## src/rtl/pc_pkg.sv

```systemverilog
// pc_pkg: shared state/select types and alignment helper for the
// fetch-stage PC sequencer.
package pc_pkg;

   typedef enum logic [1:0] {
      BOOT,
      RUN,
      HALT
   } pc_state_e;

   typedef enum logic [2:0] {
      SEL_HOLD,
      SEL_ACCEPT,
      SEL_POP,
      SEL_REDIR,
      SEL_MISAL,
      SEL_TRET,
      SEL_TRAP
   } pc_sel_e;

   // Low-order PC bits that must be zero for an aligned fetch.
   function automatic int unsigned align_mask(
      input int unsigned bytes
   );
      return bytes - 32'd1;
   endfunction

endpackage

```

## src/rtl/pc_sequencer_if.sv

```systemverilog
// pc_sequencer_if: fetch request and control bundle between the PC
// sequencer (master) and surrounding fetch/decode logic (slave).
interface pc_sequencer_if #(
   parameter int XLEN = 32
);

   logic            fetch_valid;
   logic            fetch_ready;
   logic [XLEN-1:0] pc;
   logic            redirect_valid;
   logic [XLEN-1:0] redirect_target;
   logic            trap_req;
   logic            trap_ret;
   logic            halt_req;
   logic            resume;
   logic            is_call;
   logic            is_ret;
   logic [XLEN-1:0] epc;
   logic            misalign_err;

   modport master (
      output fetch_valid,
      output pc,
      output epc,
      output misalign_err,
      input  fetch_ready,
      input  redirect_valid,
      input  redirect_target,
      input  trap_req,
      input  trap_ret,
      input  halt_req,
      input  resume,
      input  is_call,
      input  is_ret
   );

   modport slave (
      input  fetch_valid,
      input  pc,
      input  epc,
      input  misalign_err,
      output fetch_ready,
      output redirect_valid,
      output redirect_target,
      output trap_req,
      output trap_ret,
      output halt_req,
      output resume,
      output is_call,
      output is_ret
   );

endinterface

```

## src/rtl/pc_ras.sv

```systemverilog
// pc_ras: circular return-address stack; a push when full overwrites
// the oldest entry, push+pop in one cycle replaces the top.
module pc_ras #(
   parameter int XLEN  = 32,
   parameter int DEPTH = 4
) (
   input  logic            clk,
   input  logic            reset,
   input  logic            push,
   input  logic            pop,
   input  logic [XLEN-1:0] din,
   output logic [XLEN-1:0] top,
   output logic            empty
);

   localparam int AW = (DEPTH > 1) ? $clog2(DEPTH) : 1;
   localparam int CW = AW + 1;

   logic [XLEN-1:0] mem [DEPTH];
   logic [AW-1:0]   ptr;
   logic [AW-1:0]   ptr_inc;
   logic [AW-1:0]   top_idx;
   logic [AW-1:0]   wr_idx;
   logic [CW-1:0]   cnt;
   logic            full;
   logic            do_pop;

   assign empty   = (cnt == '0);
   assign full    = (cnt == CW'(DEPTH));
   assign do_pop  = pop & ~empty;
   assign ptr_inc = (ptr == AW'(DEPTH - 1)) ? '0 : ptr + AW'(1);
   assign top_idx = (ptr == '0) ? AW'(DEPTH - 1) : ptr - AW'(1);
   assign top     = mem[top_idx];

   // Pop-then-push collapses to overwriting the current top slot.
   assign wr_idx = do_pop ? top_idx : ptr;

   always_ff @(posedge clk) begin
      if (push) begin
         mem[wr_idx] <= din;
      end
   end

   always_ff @(posedge clk or posedge reset) begin
      if (reset) begin
         ptr <= '0;
         cnt <= '0;
      end else if (push && !do_pop) begin
         ptr <= ptr_inc;
         if (!full) begin
            cnt <= cnt + CW'(1);
         end
      end else if (do_pop && !push) begin
         ptr <= top_idx;
         cnt <= cnt - CW'(1);
      end
   end

endmodule

```

## src/rtl/pc_sequencer.sv

```systemverilog
// pc_sequencer: fetch-stage PC with redirect, trap, halt and misalign
// handling. Define PC_RAS_EN to add the return-address stack.
module pc_sequencer
   import pc_pkg::*;
#(
   parameter int              XLEN         = 32,
   parameter logic [XLEN-1:0] RESET_VECTOR = '0,
   parameter logic [XLEN-1:0] TRAP_VECTOR  = XLEN'('h100),
   parameter int              INSTR_BYTES  = 4,
   parameter int              RAS_DEPTH    = 4
) (
   input  logic           clk,
   input  logic           reset,
   pc_sequencer_if.master bus
);

   pc_state_e       state;
   pc_state_e       state_nx;
   pc_sel_e         sel;
   logic            fetch_valid;
   logic            accept;
   logic            misal;
   logic            misal_q;
   logic            ras_hit;
   logic [XLEN-1:0] ras_top;
   logic [XLEN-1:0] pc_q;
   logic [XLEN-1:0] epc_q;
   logic [XLEN-1:0] pc_inc;

   assign pc_inc = pc_q + XLEN'(INSTR_BYTES);
   assign accept = fetch_valid & bus.fetch_ready;
   assign misal  = |(bus.redirect_target &
                     XLEN'(align_mask(INSTR_BYTES)));

`ifdef PC_RAS_EN
   logic ras_push;
   logic ras_pop;
   logic ras_empty;

   assign ras_hit  = accept & bus.is_ret & ~ras_empty;
   assign ras_pop  = (sel == SEL_POP);
   // Calls only push when the fetch actually advances the stream.
   assign ras_push = bus.is_call &
                     ((sel == SEL_POP) | (sel == SEL_ACCEPT));

   pc_ras #(
      .XLEN  (XLEN),
      .DEPTH (RAS_DEPTH)
   ) u_ras (
      .clk   (clk),
      .reset (reset),
      .push  (ras_push),
      .pop   (ras_pop),
      .din   (pc_inc),
      .top   (ras_top),
      .empty (ras_empty)
   );
`else
   localparam int UNUSED_DEPTH = RAS_DEPTH;
   logic unused_ras;

   assign unused_ras = bus.is_call ^ bus.is_ret;
   assign ras_hit    = 1'b0;
   assign ras_top    = '0;
`endif

   always_comb begin
      sel = SEL_HOLD;
      if (bus.trap_req) begin
         sel = SEL_TRAP;
      end else if (bus.trap_ret) begin
         sel = SEL_TRET;
      end else if (bus.redirect_valid) begin
         sel = misal ? SEL_MISAL : SEL_REDIR;
      end else if (ras_hit) begin
         sel = SEL_POP;
      end else if (accept) begin
         sel = SEL_ACCEPT;
      end
   end

   always_ff @(posedge clk or posedge reset) begin
      if (reset) begin
         state <= BOOT;
      end else begin
         state <= state_nx;
      end
   end

   always_comb begin
      state_nx = state;
      unique case (state)
         BOOT: state_nx = RUN;
         RUN: begin
            if (bus.halt_req) begin
               state_nx = HALT;
            end
         end
         HALT: begin
            if (bus.resume || bus.trap_req) begin
               state_nx = RUN;
            end
         end
         default: state_nx = BOOT;
      endcase
   end

   always_comb begin
      fetch_valid = (state == RUN);
   end

   always_ff @(posedge clk or posedge reset) begin
      if (reset) begin
         pc_q    <= RESET_VECTOR;
         epc_q   <= '0;
         misal_q <= 1'b0;
      end else begin
         misal_q <= (sel == SEL_MISAL);
         unique case (sel)
            SEL_TRAP: begin
               epc_q <= pc_q;
               pc_q  <= TRAP_VECTOR;
            end
            SEL_TRET:   pc_q <= epc_q;
            SEL_REDIR:  pc_q <= bus.redirect_target;
            // Bad target is reported through epc.
            SEL_MISAL: begin
               epc_q <= bus.redirect_target;
               pc_q  <= TRAP_VECTOR;
            end
            SEL_POP:    pc_q <= ras_top;
            SEL_ACCEPT: pc_q <= pc_inc;
            default: ;
         endcase
      end
   end

   assign bus.fetch_valid  = fetch_valid;
   assign bus.pc           = pc_q;
   assign bus.epc          = epc_q;
   assign bus.misalign_err = misal_q;

endmodule

```

## src/flat_wrapper.sv

```systemverilog
// flat-port wrapper written by rule: the top's interface ports become plain ports
module pc_sequencer_flat import pc_pkg::*;
#(
   parameter int              XLEN         = 32,
   parameter logic [XLEN-1:0] RESET_VECTOR = '0,
   parameter logic [XLEN-1:0] TRAP_VECTOR  = XLEN'('h100),
   parameter int              INSTR_BYTES  = 4,
   parameter int              RAS_DEPTH    = 4
)
  (clk, reset, bus_fetch_valid, bus_pc, bus_epc, bus_misalign_err, bus_fetch_ready, bus_redirect_valid, bus_redirect_target, bus_trap_req, bus_trap_ret, bus_halt_req, bus_resume, bus_is_call, bus_is_ret);
  pc_sequencer_if #(.XLEN(XLEN)) bus_i ();
  input  logic clk;
  input  logic reset;
  output wire logic [$bits(bus_i.fetch_valid)-1:0] bus_fetch_valid;
  output wire logic [$bits(bus_i.pc)-1:0] bus_pc;
  output wire logic [$bits(bus_i.epc)-1:0] bus_epc;
  output wire logic [$bits(bus_i.misalign_err)-1:0] bus_misalign_err;
  input wire logic [$bits(bus_i.fetch_ready)-1:0] bus_fetch_ready;
  input wire logic [$bits(bus_i.redirect_valid)-1:0] bus_redirect_valid;
  input wire logic [$bits(bus_i.redirect_target)-1:0] bus_redirect_target;
  input wire logic [$bits(bus_i.trap_req)-1:0] bus_trap_req;
  input wire logic [$bits(bus_i.trap_ret)-1:0] bus_trap_ret;
  input wire logic [$bits(bus_i.halt_req)-1:0] bus_halt_req;
  input wire logic [$bits(bus_i.resume)-1:0] bus_resume;
  input wire logic [$bits(bus_i.is_call)-1:0] bus_is_call;
  input wire logic [$bits(bus_i.is_ret)-1:0] bus_is_ret;
  assign bus_fetch_valid = bus_i.fetch_valid;
  assign bus_pc = bus_i.pc;
  assign bus_epc = bus_i.epc;
  assign bus_misalign_err = bus_i.misalign_err;
  assign bus_i.fetch_ready = bus_fetch_ready;
  assign bus_i.redirect_valid = bus_redirect_valid;
  assign bus_i.redirect_target = bus_redirect_target;
  assign bus_i.trap_req = bus_trap_req;
  assign bus_i.trap_ret = bus_trap_ret;
  assign bus_i.halt_req = bus_halt_req;
  assign bus_i.resume = bus_resume;
  assign bus_i.is_call = bus_is_call;
  assign bus_i.is_ret = bus_is_ret;
  pc_sequencer #(.XLEN(XLEN), .RESET_VECTOR(RESET_VECTOR), .TRAP_VECTOR(TRAP_VECTOR), .INSTR_BYTES(INSTR_BYTES), .RAS_DEPTH(RAS_DEPTH)) u_core (.clk(clk), .reset(reset), .bus(bus_i));
endmodule
```

## config.mk

```make
export PLATFORM = sky130hd
export DESIGN_NAME = pc_sequencer_flat
export DESIGN_NICKNAME = d
export VERILOG_FILES = /design/src/rtl/pc_pkg.sv /design/src/rtl/pc_sequencer_if.sv /design/src/rtl/pc_ras.sv /design/src/rtl/pc_sequencer.sv /design/src/flat_wrapper.sv
export SDC_FILE = /design/constraint.sdc
export NUM_CORES = 1
export LEC_CHECK = 0
export ABC_AREA = 1
export CORE_MARGIN = 4
export CORE_UTILIZATION = 42
export DETAILED_ROUTE_END_ITERATION = 6
export HOLD_SLACK_MARGIN = 0.06
export PLACE_DENSITY = 0.79
export SLEW_MARGIN = 20
export SYNTH_ARGS = -nofsm -noshare
export SYNTH_HDL_FRONTEND = slang
export SYNTH_SLANG_ARGS = --single-unit
```

## constraint.sdc

```tcl
create_clock -name clk -period 2.1 [get_ports clk]
set_clock_uncertainty 0.1 [all_clocks]
set_input_delay 0.42 -clock clk [delete_from_list [all_inputs] [get_ports clk]]
set_output_delay 0.42 -clock clk [all_outputs]
set_load 0.01 [all_outputs]
```

-- Word level (Yosys, flattened, before mapping)
Cells that the tools add are included.
- bits in registers: 67
- input bits: 42
- word-level logic and storage cells: 33
- add/subtract/negate cells: 1
- eq/ne operators: 10
- multiplexer cells: 10
- bitwise gates (word level): 1
- reductions and logical operators: 7
- operators by type and width (kind ; count):
    32-bit case mux with 5 select lines ; 1
    32-bit case mux with 2 select lines ; 1
    32-bit by 3-bit adder with 32-bit output, second input constant ; 1
    3-bit 2-to-1 mux ; 4
    3-bit equality test, second input constant ; 3
    3-bit by 2-bit equality test with 1-bit output, second input constant ; 2
    2-bit case mux with 3 select lines ; 1
    5-bit nonzero test ; 1
    2-bit 2-to-1 mux ; 2
    2-bit OR reduction ; 2
    3-bit by 1-bit equality test with 1-bit output, second input constant ; 1
    2-bit by 1-bit equality test with 1-bit output, second input constant ; 1
    2-bit equality test, second input constant ; 1
    2-bit zero test ; 1
    2-bit by 1-bit inequality test with 1-bit output, second input constant ; 1
    2-bit inequality test, second input constant ; 1
    2-bit AND reduction ; 1
    2-bit nonzero test ; 1
    1-bit AND ; 1
    1-bit logical OR ; 1
    1-bit 2-to-1 mux ; 1

-- Longest topological paths before layout
- depth in word-level cells: 9
- gate-level depth with buffers: 12

-- Least setup slack after synthesis
No wires, ideal clock.
- path kind: reg2reg
- from: register u_core.pc_q[2] (netlist: u_core.bus.pc[2])
- to: register u_core.pc_q[16] (netlist: u_core.bus.pc[16])
- setup time: 0.116 ns
- arrival time: 1.407 ns
- setup slack: 0.476 ns
- stages on the path, launching flop included: 9
- path buffers: 0
- period minus slack after synthesis: 1.624 ns
- cells stage by stage: dfrtp_1 > ha_1 > nand3_1 > nor2_1 > nand4_1 > nand3_1 > nand3_1 > nand2_1 > nand2_1
- word-level cells in the longest chain between the ends: 2
- ends and longest elaborated chain (what ; line ; RTL):
    from (decl) ; pc_sequencer.sv:26 ; logic [XLEN-1:0] pc_q;
    from (signal assigned) ; pc_sequencer.sv:124 ; SEL_TRET: pc_q <= epc_q;
    from (signal assigned) ; pc_sequencer.sv:125 ; SEL_REDIR: pc_q <= bus.redirect_target;
    from (signal assigned) ; pc_sequencer.sv:131 ; SEL_POP: pc_q <= ras_top;
    32-bit by 3-bit adder with 32-bit output ; pc_sequencer.sv:30 ; assign pc_inc = pc_q + XLEN'(INSTR_BYTES);
    32-bit case mux with 5 select lines ; pc_sequencer.sv:119 ; unique case (sel)
Every way passes these cells.
A chain may end at the register's enable or synchronous reset.

-- Final worst setup path
- from: register u_core.state[0]
- to: output bus_fetch_valid
- word-level cells in the longest chain between the ends: 1
- ends and longest elaborated chain (what ; line ; RTL):
    from (decl) ; pc_sequencer.sv:17 ; pc_state_e state;
    from (signal assigned) ; pc_sequencer.sv:86 ; state <= state_nx;
    2-bit by 1-bit equality test with 1-bit output ; pc_sequencer.sv:109 ; fetch_valid = (state == RUN);
    to (decl) ; flat_wrapper.sv:14 ; output wire logic [$bits(bus_i.fetch_valid)-1:0] bus_fetch_valid;
Every way passes these cells.

==> summary.txt <==
GRT
  • Largest net degree at the start of global routing: 32
  • Vias in the first global route: between 4000 and 5000
  • Congestion Overflow GR: 0
  • Total Routing Usage GR: 22.0%
  • Initial antenna violation count: 0
  • First-pass GRT wire length: 23.1 mm

Yosys
  • Avg Cell Area, Syn: 6.44 µm²
  • Number of synthesized flops with an enable pin: 0
  • Dominant synthesized flop cell: dfrtp_1
  • Yosys warns: 0
  • #FFs+latches synth: 67
  • Netlist cell types: 33
  • FFs w/ async S/R, synth: 100%
  • Register area share after synthesis: a little over a third
  • Cell Area, Synth: 0.00463 mm²
  • Post-Syn Instances: slightly above 700
  • Syn_nets: 761

STA
  • Post-route setup slack: ~91 ps
  • Minimum clock period: 2010 ps
  • Min Hold Slack: 318 ps
  • Final hold vios: 0
  • Setup_tns: 0 ps
  • Rel. slew slack: 71.6%
  • Fmax: 0.498 GHz
  • Final Setup Violations: 0
  • RSZ-0062 raised after global routing: false
  • Final slew viol count: 0
  • Final critical-path share of the clock period: 95.6%
  • Worst Max-Slew Pin Slew: 425 ps

Layout
  • P&R area growth vs syn: 35.8%
  • Share of cells above drive strength 1: 9.54%
  • Diodes inserted: 0
  • Layout net count: 877

Setup path
  • Worst-case register-to-register setup slack: 250 ps
  • Crit path max fanout: 4
  • CP Data Required Time: 1580 ps
  • Setup Crit Path Kind: flip-flop to primary output
  • Startpoint Class: flip-flop
  • CP Capture Type: primary output
  • Worst r2r src: u_core.bus.pc[4]
  • Reg2reg end: u_core.bus.pc[19]
  • Critical Path AT: 1490 ps
  • FF-to-FF path depth: 9

Route
  • First drt pass iteration count: 7
  • DR DRC count: 0
  • Final wirelength: 13.5 mm
  • Antenna viol nets, final: 0
  • Drt via density: 5.07
  • Routed len/inst: 13.7 µm
  • Vias after detailed routing: 4967
  • Starting DRT DRC Count: 279

Clocking
  • Post-cts resize count: 0
  • Clock Tree Root: clkbuf_8
  • TritonCTS sink count: 67
  • Setup Buffers After CTS: 0
  • Clk buf depth: 2
  • Clock-pin slew on the worst setup and hold paths: 80 ps
  • Num CTS Buffers: 9
  • Htree depth: 3
  • Clk_lat worst skew: approximately 360 ps
  • CTS Hold Buffers Added: 0
  • TritonCTS clock tree: yes

Power and ir drop
  • Comb pwr share: 32.3%
  • Int Pwr: about 2700 µW
  • Worst VDD drop: 0.000352 V
  • Clock power share: 26.6%
  • Psw: 1440 µW
  • Switching share of power: about a third
  • Sequential share of power: a little over 40%
  • Total power: ~4200 µW
  • Leakage: 0.00295 µW
  • Pwr dens: 666 mW/mm²

Floorplanning
  • Die area: 0.0128 mm²
  • Die Wd: between 100 and 150 µm
  • Vert. Die Dim: 113 µm
  • Core area: 0.0108 mm²
  • Io pins: 108
  • Initial core utilization: 42.9%
  • Row count: 38

Placement
  • Port Buffers: about 110
  • RD Place Congestion: between 0.9 and 1
  • Place WS: -44.8 ps
  • Post-detail-place hpwl: a little over 10 mm

Run status
  • Outcome: completed

Hold path
  • Hold Crit Class: input pin to asynchronous set/reset pin

Job
  • Max Cap Violations: 0
## critical path: stages, from the launching register on
cell and delay [ps]:
dfrtp_1 390, inv_1 60, nor2_2 120, clkdlybuf4s50_1 560
## per-layer routing
metal	part of all wire (%)	wire length [µm]	GRT usage, %	vias to the layer above
met5	0	0	0	-
li1	-	-	-	2497
met1	46	6130	30.9	2290
met2	47	6270	34.6	161
met3	6.2	830	3.74	19
met4	1.6	218	7.29	0
## cells by family (layout without fill, tap and decap cells)
family	count (synthesis)	after routing	synth area share, %
AND/OR/NAND/NOR	412	412	38.3
AO/OA/AOI/OAI	117	117	13.4
flip-flops	67	67	36.2
XOR/XNOR	5	5	0.947
buffers and inverters	116	237	10.8
adder cells (fa/ha/maj)	1	1	0.270
## cells in the mapped netlist, types with 2 or more instances
master,n,area (µm²)
a21oi_2,2,17.5
clkbuf_1,7,26.3
buf_4,3,22.5
buf_2,11,55.1
nand3_2,3,30.0
a21oi_1,50,250
inv_1,79,297
o21ai_0,31,155
nand4_1,3,18.8
nor2_8,3,60.1
nor2_2,7,43.8
xor2_1,5,43.8
o21ai_1,20,100
buf_6,5,56.3
nor2_4,3,33.8
inv_2,8,30.0
nand2_1,205,769
nand3_1,58,290
nor2_1,118,443
a31oi_1,7,43.8
nand2_2,8,50.1
dfrtp_1,67,1680
o21bai_1,4,30.0
nand2_4,2,22.5
## power groups by stage
stage / combinational (µW) / clock, µW / sequential [µW]
3_3_place_gp: 1330 / 0 / 1740
5_1_grt: 1500 / 1180 / 1760
4_1_cts: 1360 / 1130 / 1710
3_5_place_dp: 1360 / 0 / 1740
6_report: 1350 / 1110 / 1720
2_1_floorplan: 619 / 0 / 1760
## how the worst max path moves through the flow
stage	startpoint	endpoint	slack [ps]	cells past startpoint
after floorplan	u_core.bus.pc[2]	u_core.bus.pc[16]	480	8
after detailed placement	bus_redirect_valid	u_core.bus.pc[18]	-40	11
after global placement	bus_redirect_valid	u_core.bus.pc[20]	-10	10
after CTS	u_core.state[0]	bus_fetch_valid	80	3
after global routing	u_core.state[0]	bus_fetch_valid	20	3
final	u_core.state[0]	bus_fetch_valid	90	3
## registers in the layout, summed over array words and instances (netlist names)
| name | flops |
|---|---|
| u_core.bus.epc | 32 |
| u_core.bus.pc | 32 |
| u_core.bus.misalign_err | 1 |
| u_core.state | 2 |
## per-stage QoR
stage	cells	area, µm²	utilization, %
2_1_floorplan	718	4630	-
3_3_place_gp	963	6080	56.4
3_5_place_dp	963	6080	56.4
4_1_cts	979	6280	58.2
5_1_grt	979	6280	58.2
6_report	979	6280	58.2
## layout make-up
cell class | count | area [µm²]
Inverter | 88 | 337
Sequential cell | 67 | 1680
Timing Repair Buffer | 133 | 1450
Clock buffer | 12 | 145
Multi-Input combinational cell | 535 | 2450
Tap cell | 140 | 175
Clock inverter | 4 | 50.0
Fill cell | 1016 | 4510
## cell usage in the layout, fill, tap and decap left out, drive strengths merged
cell,count
clkdlybuf4s50,105
o21bai,4
nor3,1
bufinv,1
clkbuf,12
inv,87
nor2,131
o31ai,1
o22ai,1
a21o,1
nand3,61
dfrtp,67
xor2,5
o21ai,51
clkinvlp,3
ha,1
buf,28
nand2,215
a21oi,52
clkinv,1
nand4,3
a31oi,7
nor4,1
No activity file was read; power rests on OpenSTA's default activity.
